[src/rtl/cache_miss_sequencer_pkg.sv]
// Shared types and helpers for the cache miss sequencer slice.
// Imported by the interface, the beat counter and the top level.
package cache_seq_pkg;

  typedef enum logic [2:0] {
    IDLE,
    CAPTURE,
    EVICT,
    FILL,
    COMMIT
  } seqstate_t;

  // Beat index width; never below one bit so the port stays legal.
  function automatic int beatWidth(input int beats);
    return (beats <= 2) ? 1 : $clog2(beats);
  endfunction

endpackage

[src/rtl/cache_miss_sequencer_if.sv]
// Miss request, array update and bus beat signals between the sequencer
// (slave side) and the cache arrays / LSU / bus interface (master side).
interface cache_miss_sequencer_if
  import cache_seq_pkg::*;
#(
  parameter int NUMWAYS      = 4,
  parameter int SETLEN       = 7,
  parameter int BEATSPERLINE = 4
);
  localparam int CW = beatWidth(BEATSPERLINE);

  logic               FlushStage;
  logic               MissReq;
  logic [SETLEN-1:0]  MissSet;
  logic               MissReady;
  logic [NUMWAYS-1:0] VictimWay;
  logic [NUMWAYS-1:0] DirtyWay;
  logic [NUMWAYS-1:0] VictimWayQ;
  logic [SETLEN-1:0]  SetQ;
  logic               BusReq;
  logic               BusWrite;
  logic               BusAck;
  logic [CW-1:0]      BeatCount;
  logic               ClearValid;
  logic               SetValid;
  logic               ClearDirty;
  logic               LRUWriteEn;
  logic               MissDone;

  modport slave (
    input  FlushStage, MissReq, MissSet, VictimWay, DirtyWay, BusAck,
    output MissReady, VictimWayQ, SetQ, BusReq, BusWrite, BeatCount,
           ClearValid, SetValid, ClearDirty, LRUWriteEn, MissDone
  );

  modport master (
    output FlushStage, MissReq, MissSet, VictimWay, DirtyWay, BusAck,
    input  MissReady, VictimWayQ, SetQ, BusReq, BusWrite, BeatCount,
           ClearValid, SetValid, ClearDirty, LRUWriteEn, MissDone
  );

endinterface

[src/rtl/cache_miss_sequencer_beat_counter.sv]
// Counts accepted bus beats within one line transfer; wraps to zero on the
// last beat so back-to-back evict and fill bursts both start at beat 0.
module cache_beat_counter
  import cache_seq_pkg::*;
#(
  parameter  int BEATSPERLINE = 4,
  localparam int CW           = beatWidth(BEATSPERLINE)
)(
  input  logic          clk,
  input  logic          reset,
  input  logic          en,
  input  logic          ack,
  output logic [CW-1:0] count,
  output logic          last
);

  localparam logic [CW-1:0] LASTBEAT = CW'(BEATSPERLINE - 1);

  logic [CW-1:0] r_count;

  always_ff @(posedge clk or negedge reset) begin
    if (!reset) begin
      r_count <= '0;
    end else if (en && ack) begin
      r_count <= (r_count == LASTBEAT) ? '0 : r_count + 1'b1;
    end
  end

  assign count = r_count;
  assign last  = ack & (r_count == LASTBEAT);

endmodule

[src/rtl/cache_miss_sequencer.sv]
// Sequences one cache-line miss: capture victim, optional dirty writeback,
// line fill, then a single-cycle commit of valid/dirty/LRU state.
module cache_miss_sequencer
  import cache_seq_pkg::*;
#(
  parameter int NUMWAYS      = 4,
  parameter int SETLEN       = 7,
  parameter int BEATSPERLINE = 4
)(
  input logic                    clk,
  input logic                    reset,
  cache_miss_sequencer_if.slave  io
);

  localparam int CW = beatWidth(BEATSPERLINE);

  seqstate_t          r_state;
  seqstate_t          r_prevState;
  seqstate_t          w_nextState;
  logic [NUMWAYS-1:0] r_victimWayQ;
  logic [SETLEN-1:0]  r_setQ;
  logic [CW-1:0]      w_beatCount;
  logic               w_beatLast;
  logic               w_busActive;
  logic               w_accept;
  logic               w_dirtyVictim;

  logic w_missReady;
  logic w_busReq;
  logic w_busWrite;
  logic w_clearValid;
  logic w_commit;

  assign w_accept      = (r_state == IDLE) && io.MissReq && !io.FlushStage;
  assign w_dirtyVictim = |(io.VictimWay & io.DirtyWay);
  assign w_busActive   = (r_state == EVICT) || (r_state == FILL);

  always_ff @(posedge clk or negedge reset) begin
    if (!reset) begin
      r_state     <= IDLE;
      r_prevState <= IDLE;
    end else begin
      r_state     <= w_nextState;
      r_prevState <= r_state;
    end
  end

  // Set index is taken at acceptance; the victim only once the arrays have been read.
  always_ff @(posedge clk or negedge reset) begin
    if (!reset) begin
      r_setQ       <= '0;
      r_victimWayQ <= '0;
    end else begin
      if (w_accept) begin
        r_setQ <= io.MissSet;
      end
      if (r_state == CAPTURE) begin
        r_victimWayQ <= io.VictimWay;
      end
    end
  end

  always_comb begin
    w_nextState  = r_state;
    w_missReady  = 1'b0;
    w_busReq     = 1'b0;
    w_busWrite   = 1'b0;
    w_clearValid = 1'b0;
    w_commit     = 1'b0;
    case (r_state)
      IDLE: begin
        w_missReady = 1'b1;
        if (w_accept) begin
          w_nextState = CAPTURE;
        end
      end
      CAPTURE: begin
        if (io.FlushStage) begin
          w_nextState = IDLE;
        end else if (w_dirtyVictim) begin
          w_nextState = EVICT;
        end else begin
          w_nextState = FILL;
        end
      end
      EVICT: begin
        w_busReq   = 1'b1;
        w_busWrite = 1'b1;
        if (w_beatLast) begin
          w_nextState = FILL;
        end
      end
      FILL: begin
        w_busReq     = 1'b1;
        w_clearValid = (r_prevState != FILL);
        if (w_beatLast) begin
          w_nextState = COMMIT;
        end
      end
      COMMIT: begin
        w_commit    = 1'b1;
        w_nextState = IDLE;
      end
      default: begin
        w_nextState = IDLE;
      end
    endcase
  end

  cache_beat_counter #(
    .BEATSPERLINE(BEATSPERLINE)
  ) u_beatCounter (
    .clk  (clk),
    .reset(reset),
    .en   (w_busActive),
    .ack  (io.BusAck),
    .count(w_beatCount),
    .last (w_beatLast)
  );

  assign io.MissReady  = w_missReady;
  assign io.VictimWayQ = r_victimWayQ;
  assign io.SetQ       = r_setQ;
  assign io.BusReq     = w_busReq;
  assign io.BusWrite   = w_busWrite;
  assign io.BeatCount  = w_beatCount;
  assign io.ClearValid = w_clearValid;
  assign io.SetValid   = w_commit;
  assign io.ClearDirty = w_commit;
  assign io.LRUWriteEn = w_commit;
  assign io.MissDone   = w_commit;

endmodule

[src/flat_wrapper.sv]
// flat-port wrapper written by rule: the top's interface ports become plain ports
module cache_miss_sequencer_flat import cache_seq_pkg::*;
#(
  parameter int NUMWAYS      = 4,
  parameter int SETLEN       = 7,
  parameter int BEATSPERLINE = 4
)
  (clk, reset, io_FlushStage, io_MissReq, io_MissSet, io_VictimWay, io_DirtyWay, io_BusAck, io_MissReady, io_VictimWayQ, io_SetQ, io_BusReq, io_BusWrite, io_BeatCount, io_ClearValid, io_SetValid, io_ClearDirty, io_LRUWriteEn, io_MissDone);
  cache_miss_sequencer_if #(.NUMWAYS(NUMWAYS), .SETLEN(SETLEN), .BEATSPERLINE(BEATSPERLINE)) io_i ();
  input logic clk;
  input logic reset;
  input wire logic [$bits(io_i.FlushStage)-1:0] io_FlushStage;
  input wire logic [$bits(io_i.MissReq)-1:0] io_MissReq;
  input wire logic [$bits(io_i.MissSet)-1:0] io_MissSet;
  input wire logic [$bits(io_i.VictimWay)-1:0] io_VictimWay;
  input wire logic [$bits(io_i.DirtyWay)-1:0] io_DirtyWay;
  input wire logic [$bits(io_i.BusAck)-1:0] io_BusAck;
  output wire logic [$bits(io_i.MissReady)-1:0] io_MissReady;
  output wire logic [$bits(io_i.VictimWayQ)-1:0] io_VictimWayQ;
  output wire logic [$bits(io_i.SetQ)-1:0] io_SetQ;
  output wire logic [$bits(io_i.BusReq)-1:0] io_BusReq;
  output wire logic [$bits(io_i.BusWrite)-1:0] io_BusWrite;
  output wire logic [$bits(io_i.BeatCount)-1:0] io_BeatCount;
  output wire logic [$bits(io_i.ClearValid)-1:0] io_ClearValid;
  output wire logic [$bits(io_i.SetValid)-1:0] io_SetValid;
  output wire logic [$bits(io_i.ClearDirty)-1:0] io_ClearDirty;
  output wire logic [$bits(io_i.LRUWriteEn)-1:0] io_LRUWriteEn;
  output wire logic [$bits(io_i.MissDone)-1:0] io_MissDone;
  assign io_i.FlushStage = io_FlushStage;
  assign io_i.MissReq = io_MissReq;
  assign io_i.MissSet = io_MissSet;
  assign io_i.VictimWay = io_VictimWay;
  assign io_i.DirtyWay = io_DirtyWay;
  assign io_i.BusAck = io_BusAck;
  assign io_MissReady = io_i.MissReady;
  assign io_VictimWayQ = io_i.VictimWayQ;
  assign io_SetQ = io_i.SetQ;
  assign io_BusReq = io_i.BusReq;
  assign io_BusWrite = io_i.BusWrite;
  assign io_BeatCount = io_i.BeatCount;
  assign io_ClearValid = io_i.ClearValid;
  assign io_SetValid = io_i.SetValid;
  assign io_ClearDirty = io_i.ClearDirty;
  assign io_LRUWriteEn = io_i.LRUWriteEn;
  assign io_MissDone = io_i.MissDone;
  cache_miss_sequencer #(.NUMWAYS(NUMWAYS), .SETLEN(SETLEN), .BEATSPERLINE(BEATSPERLINE)) u_core (.clk(clk), .reset(reset), .io(io_i));
endmodule
[config.mk]
export PLATFORM = sky130hd
export DESIGN_NAME = cache_miss_sequencer_flat
export DESIGN_NICKNAME = d
export VERILOG_FILES = /design/src/rtl/cache_miss_sequencer_pkg.sv /design/src/rtl/cache_miss_sequencer_if.sv /design/src/rtl/cache_miss_sequencer_beat_counter.sv /design/src/rtl/cache_miss_sequencer.sv /design/src/flat_wrapper.sv
export SDC_FILE = /design/constraint.sdc
export NUM_CORES = 1
export LEC_CHECK = 0
export ABC_AREA = 1
export CORE_ASPECT_RATIO = 1.75
export CORE_MARGIN = 2
export CORE_UTILIZATION = 40
export CTS_CLUSTER_SIZE = 8
export DETAILED_ROUTE_END_ITERATION = 8
export PLACE_DENSITY = 0.77
export SYNTH_ARGS = -nofsm -noshare
export SYNTH_HDL_FRONTEND = slang
export SYNTH_HIERARCHICAL = 1
export SYNTH_SLANG_ARGS = --single-unit
export TNS_END_PERCENT = 5
[constraint.sdc]
create_clock -name clk -period 1.5 [get_ports clk]
set_input_delay 0.45 -clock clk [delete_from_list [all_inputs] [get_ports clk]]
set_output_delay 0.45 -clock clk [all_outputs]
set_load 0.01 [all_outputs]
Word-level counts from Yosys, hierarchy flattened

Index checks and enable logic that the tools add are counted.

Output and inout port bits: 21
Register bits: 19
Input port bits: 20
Word-level logic and storage cells: 38

Reduce and logical (&&, ||, !) cells: 9
Add/sub/neg operators: 1
Mux-type cells: 12
Eq/ne operators: 9
Bitwise operators: 2

Operator list:

| operator              | count |
|---|---|
| $mux W3               | 4 |
| $pmux W3 S4           | 1 |
| $eq A3 B2 Y1 const B  | 2 |
| $mux W1               | 6 |
| $and A4 B4 Y4         | 1 |
| $ne A2 B2 Y1 const B  | 2 |
| $reduce_or A4 Y1      | 1 |
| $eq A3 B1 Y1 const B  | 1 |
| $eq A3 B3 Y1 const B  | 1 |
| $logic_and A1 B1 Y1   | 3 |
| $logic_not A3 Y1      | 1 |
| $ne A3 B2 Y1 const B  | 1 |
| $reduce_and A3 Y1     | 1 |
| $add A2 B1 Y2 const B | 1 |
| $eq A2 B2 Y1 const B  | 1 |
| $mux W2               | 1 |
| $ne A2 B1 Y1 const B  | 1 |
| $reduce_or A2 Y1      | 1 |
| $and A1 B1 Y1         | 1 |
| $logic_not A1 Y1      | 1 |
| $logic_or A1 B1 Y1    | 1 |

Logic depth before layout (Yosys ltp)

Gate-level depths: netlist of run 1.

Depth after elaboration: 5
Mapped depth: 9
Gate-level depth less buffers: 9

Hierarchy

The synthesis of run 1 kept the hierarchy.

By module, submodules not included:

| module               | cells each | instances | area each (sq um) |
|---|---|---|---|
| cache_miss_sequencer | 93         | 1         | 810.8 |
| cache_beat_counter   | 14         | 1         | 106.4 |

Least setup slack after synthesis of run 1

No wires, ideal clock.

Kind: register -> output
Start: register u_core.r_state[0]
End: output io_LRUWriteEn
Cell stages (with the launch flop): 4
Arrival: 1.051 ns
Path buffers: 2
Slack: -0.001 ns
Data required time: 1.050 ns
Cell sequence: dfrtp_1 -> buf_6 -> nor2_1 -> buf_4

Cells in the longest elaborated chain, start to end: 2

Ends and longest elaborated chain:

| what                   | RTL line                   | source |
|---|---|---|
| from (decl)            | cache_miss_sequencer.sv:17 | `seqstate_t r_state;` |
| from (signal assigned) | cache_miss_sequencer.sv:43 | `r_state <= w_nextState;` |
| $eq A3 B3 Y1           | cache_miss_sequencer.sv:70 | `case (r_state)` |
| $mux W1                | cache_miss_sequencer.sv:70 |  |
| to (decl)              | flat_wrapper.sv:27         | `output wire logic [$bits(io_i.LRUWriteEn)-1:0] io_LRUWriteEn;` |

Every way passes these cells.

Worst setup path after layout of run 1

Start: register u_core.r_state[2]
End: output io_ClearValid

Cells in the longest elaborated chain, start to end: 2

Ends and longest elaborated chain:

| what         | RTL line                   | source |
|---|---|---|
| $eq A3 B2 Y1 | cache_miss_sequencer.sv:70 |  |
| $mux W1      | cache_miss_sequencer.sv:70 |  |
| to (decl)    | flat_wrapper.sv:24         | `output wire logic [$bits(io_i.ClearValid)-1:0] io_ClearValid;` |

Every way passes these cells.

==> summary.md, run 1 <==
| Metric | Value |
|---|---|
| Synth Register Bits | 19 |
| Total gr overflow | 0 |
| DRT met1 WL | 777 um |
| Fmax | 0.648 GHz |
| DP Wirelength | 1730 um |
| Core area | 0.00224 mm2 |
| Number of setup violations in the final report | 7 |
| All-Layer GR Usage | 19.1% |
| Leak pwr | 0.796 nW |
| Die Height | 67.3 um |
| WS Path Type | flop to primary output |
| Worst setup SP type | flop |
| Cts-stage hold buffer count | 0 |
| Commonest non-fill, non-tap cell in the layout | nand2_1 |
| # H-tree levels | 1 |
| Peak VDD IR | 0.929 mV |
| Clk_skew | 0.00387 ns |
| WP buf/inv | 1 |
| Critical Path Sink Type | primary output |
| Clock Latency Late Sink | 0.26 ns |
| Layout cell share with drive strength beyond 1 | 24.2% |
| Register cell area after layout | 478 um2 |
| Worst Path Required | 1.05 ns |
| Drt pass-1 iters | 4 |
| Largest net degree at the start of global routing | 20 |
| Critical Path AT | 1.09 ns |
| Slew HR | 84.1% |
| PD cells | 1930 mW/mm2 |
| Class of the worst hold path | flop to flop |
| Slowest-stage cell, CP | dfrtp_2 |
| Via Count | 873 |
| Most frequent cells in the layout | nand2_1, clkdlybuf4s50_1, dfrtp_1, buf_4, dlygate4sd2_1 |
| Crit path time final | 1.54 ns |
| Total power draw | 2.75 mW |
| First-pass GRT wire length | 3500 um |
| Ys flop type | dfrtp_1 |
| PortBufs | 40 |
| Root buf cell | clkbuf_8 |
| Post-route setup TNS | -0.158 ns |
| Status | finished, violations left |
| Worst Tran Pin Value | 0.239 ns |
| Std cell rows | 23 |
| Post-synth ARST share | 100% |
| DR iter-0 viols | 11 |
| DRT antenna net count | 0 |
| CP cell instances | nor2_4 > o211a_1 > buf_2 |
| CTS sink count | 19 |
| Die outline area | 0.00271 mm2 |
| Inserted Diodes | 0 |
| Avg Cell Area, Syn | 8.57 um2 |
| Syn Std Cell Area | 917 um2 |
| Family with the most delay on the worst path | flip-flops |
| Violated checks | setup timing |
| Yosys cell types | 17 |
| Pre-CTS setup slack | -0.229 ns |
| Register clock-pin slew on the reported worst setup and hold paths | 0.07 ns |
| Syn Inst Count | 107 |
| Nets@finish | 183 |
| Post-synth net total | 128 |
| CP peak stage delay | 0.46 ns |
| Starting Density | 40.9% |
| Unrepaired setup endpoints after global routing | true |
| Max cap viols | 0 |
| Met2 WL | 1240 um |
| Final period utilization | 103% |
| Final Worst Setup Slack | -0.0430 ns |
| EDFF count, synth | 0 |
| Sequential cell area fraction in the yosys report | 51.8% |
| Area taken by multi-input logic gates | 368 um2 |
| Die width | 40.2 um |
| Vias per inst | 4.69 |
| Max Buffers Root-to-Sink | 2 |
| Hold Vio Cnt, Final | 0 |
| Final Max Slew Viols | 0 |
| Antenna violations before repair | 0 |
| CTS buffer count | 3 |
| Vias in the first global route | 849 |
| Synthesis-to-finish area growth | 54.8% |
| WL/cell | 11.9 um |
| Fill count | 215 |
| Synth Warn # | 6 |
| Met3 routed WL | 153 um |
| I/O pins | 41 |
| CTS tree | yes |
| WL final | 2210 um |
| Placer Congestion | 0.743 |
| # DRC | 0 |
| DR top layer | met4 |
| Worst-path fanout max | 5 |
==> cell families (layout without fill, tap and decap cells) <==
family | count (synthesis) | after routing | synth area share [%]
flops | 19 | 19 | 51.8
fa+ha+maj | 1 | 1 | 1.36
simple gates | 71 | 71 | 36.4
buf+inv | 14 | 68 | 8.32
compound gates | 2 | 2 | 2.05
==> Yosys cell counts, types with 2 or more instances <==
master	n	area [um2]
inv_1	7	26.3
nor2_1	4	15.0
dfrtp_1	19	475
inv_2	2	7.51
nand3_1	7	35.0
nand2_1	53	199
buf_4	3	22.5
nor2_4	3	33.8
==> path summary, 6_finish.rpt <==
kind / endpoint / startpoint / slack, ns / cells past startpoint
hold reg to reg: u_core/io.VictimWayQ[2]$_DFFE_PN0P_ / u_core/io.VictimWayQ[2]$_DFFE_PN0P_ / 0.47 / 2
hold / removal: u_core/io.VictimWayQ[2]$_DFFE_PN0P_ / u_core/io.VictimWayQ[2]$_DFFE_PN0P_ / 0.47 / 2
min in group asynchronous: u_core/r_prevState[2]$_DFF_PN0_ / reset / 0.53 / 2
max in group asynchronous: u_core/r_state[0]$_DFFE_PN0P_ / reset / 0.75 / 2
setup reg to reg: u_core/r_state[0]$_DFFE_PN0P_ / u_core/r_state[2]$_DFFE_PN0P_ / 0.24 / 8
setup / recovery: io_ClearValid / u_core/r_state[2]$_DFFE_PN0P_ / -0.04 / 3
==> flip-flops by register name, indices dropped and copies added, names as in the netlist <==
name / count
u_core/r_state: 3
u_core/io.VictimWayQ: 4
u_core/u_beatCounter/count: 2
u_core/r_prevState: 3
u_core/io.SetQ: 7
==> tightest hold or removal path: stages (launching register included) <==
cell and delay [ns]:
dfrtp_1 0.34, nand2_1 0.05, nand2_1 0.05
==> where the power goes <==
| part | switching, mW | leakage (nW) | internal [mW] | total (mW) |
|---|---|---|---|---|
| Combinational | 0.746 | 0.540 | 0.715 | 1.46 |
| Clock | 0.164 | 0.0228 | 0.189 | 0.353 |
| Sequential | 0.172 | 0.233 | 0.760 | 0.932 |
==> per-layer routing <==
layer | track usage (%) | up-vias
li1 | - | 430
met1 | 19.1 | 399
met5 | 0 | -
met3 | 1.97 | 3
met4 | 8.75 | 0
met2 | 36.3 | 41
==> through the flow <==
| step | hold slack (ns) | instances | util (%) | cell area [um2] |
|---|---|---|---|---|
| floorplan | 0.154 | 107 | - | 920 |
| global placement | 0.456 | 181 | 63.0 | 1420 |
| detailed placement | 0.458 | 181 | 63.0 | 1420 |
| CTS | 0.470 | 185 | 62.9 | 1410 |
| global route | 0.495 | 186 | 63.3 | 1420 |
| finish | 0.466 | 186 | 63.3 | 1420 |
==> area by class of cell <==
type | count | share of cell area (%)
multi-input cells | 74 | 25.9
flip-flops and latches | 19 | 33.7
well taps | 25 | 2.20
repair buffers | 54 | 32.1
clock buffers | 4 | 3.17
inverters | 10 | 3.00
==> timing repair <==
action	4_1_cts	5_1_grt
pin swaps	1	3
gates resized for setup	48	0
setup buffers	0	1
setup endpoints to repair	21	8
Power figures use the tool's default switching activity.
==> inputs of run 2 (changes only) <==
ABC_CLOCK_PERIOD_IN_PS = 1500   (was not set)
MAX_ROUTING_LAYER = met4   (was not set)
==> run 2 against run 1 <==
The run still ends with setup timing left. Wire length down 0.41%. Die area unchanged. Non-clock buffer count unchanged. Clock skew about the same. Worst setup slack about the same. Design area unchanged. Critical endpoint unchanged. Largest cell class unchanged.
==> summary.md, run 2 (same netlist as run 1, synthesis figures left out) <==
| Metric | Value |
|---|---|
| Leak pwr | 0.796 nW (unchanged) |
| Class of the worst hold path | flop to flop |
| Status | finished, violations left |
| Number of setup violations in the final report | 7 (unchanged) |
| Post-DP Area | 0.00142 mm2 (unchanged) |
| Family with the most delay on the worst path | flip-flops |
| DR iter-0 viols | 10 (-1) |
| Worst-path fanout max | 5 (unchanged) |
| Fill count | 215 (unchanged) |
| Antenna violations before repair | 0 (unchanged) |
| Vias per inst | 4.69 (-0.11%) |
| Worst setup SP type | flop |
| Worst Path Required | 1.05 ns (about the same) |
| Root buf cell | clkbuf_8 |
| Max cap viols | 0 (unchanged) |
| CP cell instances | nor2_4 > o211a_1 > buf_2 |
| Commonest non-fill, non-tap cell in the layout | nand2_1 |
| Inserted Diodes | 0 (unchanged) |
| WP buf/inv | 1 (unchanged) |
| Die width | 40.2 um (unchanged) |
| Final period utilization | 103% (about the same) |
| Critical Path Sink Type | primary output |
| Layout cell share with drive strength beyond 1 | 24.2% (unchanged) |
| # DRC | 0 (unchanged) |
| Via Count | 872 (-0.11%) |
| Max FFs per register | 7 (unchanged) |
| Area taken by multi-input logic gates | 368 um2 (unchanged) |
| Synthesis-to-finish area growth | 54.8% (unchanged) |
| # H-tree levels | 1 (unchanged) |
| CTS tree | yes |
| Std cell rows | 23 (unchanged) |
| Placer Congestion | 0.752 (+1.3%) |
| CTS buffer count | 3 (unchanged) |
| Post-route setup TNS | -0.157 ns (+0.00112 ns) |
| Unrepaired setup endpoints after global routing | true |
| Slowest-stage cell, CP | dfrtp_2 |
| Fmax | 0.648 GHz (about the same) |
| All-Layer GR Usage | 19.7% (+0.51 points) |
| Finished Layout Cells | 186 (unchanged) |
| Largest net degree at the start of global routing | 20 (unchanged) |
| Crit path time final | 1.54 ns (-0.0000613 ns) |
| Peak VDD IR | 0.929 mV (about the same) |
| DRT antenna net count | 0 (unchanged) |
| First-pass GRT wire length | 3500 um (unchanged) |
| Clk_skew | 0.00429 ns (+0.000413 ns) |
| Violated checks | setup timing |
| CTS sink count | 19 (unchanged) |
| Core area | 0.00224 mm2 (unchanged) |
| CP peak stage delay | 0.46 ns (about the same) |
| Max Buffers Root-to-Sink | 2 (unchanged) |
| Starting Density | 40.9% (unchanged) |
| WS Path Type | flop to primary output |
| Worst slack on hold paths | 0.466 ns (-0.000166 ns) |
| Slew HR | 84.1% (about the same) |
| Total gr overflow | 0 (unchanged) |
| WL/cell | 11.8 um (-0.41%) |
| PortBufs | 40 (unchanged) |
| DP Wirelength | 1730 um (unchanged) |
| Register clock-pin slew on the reported worst setup and hold paths | 0.07 ns (about the same) |
| Placed instance count | 181 (unchanged) |
| Final Util | 63.3% (unchanged) |
| Register cell area after layout | 478 um2 (unchanged) |
| Die outline area | 0.00271 mm2 (unchanged) |
| Final Max Slew Viols | 0 (unchanged) |
| Clock Latency Late Sink | 0.26 ns (about the same) |
| Final Worst Setup Slack | -0.0429 ns (+0.0000613 ns) |
| Drt pass-1 iters | 4 (unchanged) |
| I/O pins | 41 (unchanged) |
| Worst Tran Pin Value | 0.238 ns (-0.000242 ns) |
| WL final | 2200 um (-0.41%) |
| Vias in the first global route | 850 (+0.12%) |
| Hold Vio Cnt, Final | 0 (unchanged) |
| Critical Path AT | 1.09 ns (about the same) |
| Most frequent cells in the layout | nand2_1, clkdlybuf4s50_1, dfrtp_1, buf_4, dlygate4sd2_1 |
| Post-route cell area | 0.00142 mm2 (unchanged) |
| Nets@finish | 183 (unchanged) |
| PD cells | 1930 mW/mm2 (about the same) |
| Die Height | 67.3 um (unchanged) |
==> run 2: stage by stage <==
| stage | setup slack [ns] | total power [mW] |
|---|---|---|
| 3_5_place_dp | -0.229 | 2.56 |
| 4_1_cts | -0.0937 | 2.75 |
| 2_1_floorplan | 0.0972 | 1.69 |
| 3_3_place_gp | -0.207 | 2.51 |
| 6_report | -0.0429 | 2.74 |
| 5_1_grt | -0.102 | 2.99 |
==> run 2: final cells by class <==
class	count	share of cell area [%]
multi-input cells	74	25.9
inverters	10	3.00
flip-flops and latches	19	33.7
clock buffers	4	3.17
repair buffers	54	32.1
well taps	25	2.20
==> run 2: path summary, 6_finish.rpt <==
| path | slack, ns | endpoint | cells past startpoint | startpoint |
|---|---|---|---|---|
| worst max register to register | 0.24 | u_core/r_state[0]$_DFFE_PN0P_ | 8 | u_core/r_state[2]$_DFFE_PN0P_ |
| max in group asynchronous | 0.75 | u_core/r_state[0]$_DFFE_PN0P_ | 2 | reset |
| worst min register to register | 0.47 | u_core/io.VictimWayQ[2]$_DFFE_PN0P_ | 2 | u_core/io.VictimWayQ[2]$_DFFE_PN0P_ |
| min in group asynchronous | 0.53 | u_core/r_prevState[2]$_DFF_PN0_ | 2 | reset |
| worst max-delay path | -0.04 | io_ClearValid | 3 | u_core/r_state[2]$_DFFE_PN0P_ |
| worst min-delay path | 0.47 | u_core/io.VictimWayQ[2]$_DFFE_PN0P_ | 2 | u_core/io.VictimWayQ[2]$_DFFE_PN0P_ |
==> run 2: tightest hold or removal path, stage by stage (launching register included) <==
cell	delay, ns
dfrtp_1	0.34
nand2_1	0.05
nand2_1	0.05
==> run 2: report_power, final <==
group / internal [mW] / leakage, nW / switching (mW)
clock network: 0.189 / 0.0228 / 0.163
registers: 0.760 / 0.233 / 0.171
logic: 0.715 / 0.540 / 0.745
total: 1.66 / 0.796 / 1.08
==> run 2: metal layers <==
| layer | share of wire, % | global-route usage, % |
|---|---|---|
| met5 | 0 | - |
| met4 | 1.6 | 8.75 |
| met3 | 7.0 | 1.97 |
| met2 | 57 | 36.3 |
| met1 | 35 | 19.1 |
==> run 2: timing repair <==
item	4_1_cts	5_1_grt
setup buffers	0	1
pin swaps	1	3
hold buffers	0	0
endpoints found under the setup margin	21	8
resized for setup	48	0
hold endpoints to repair	0	0
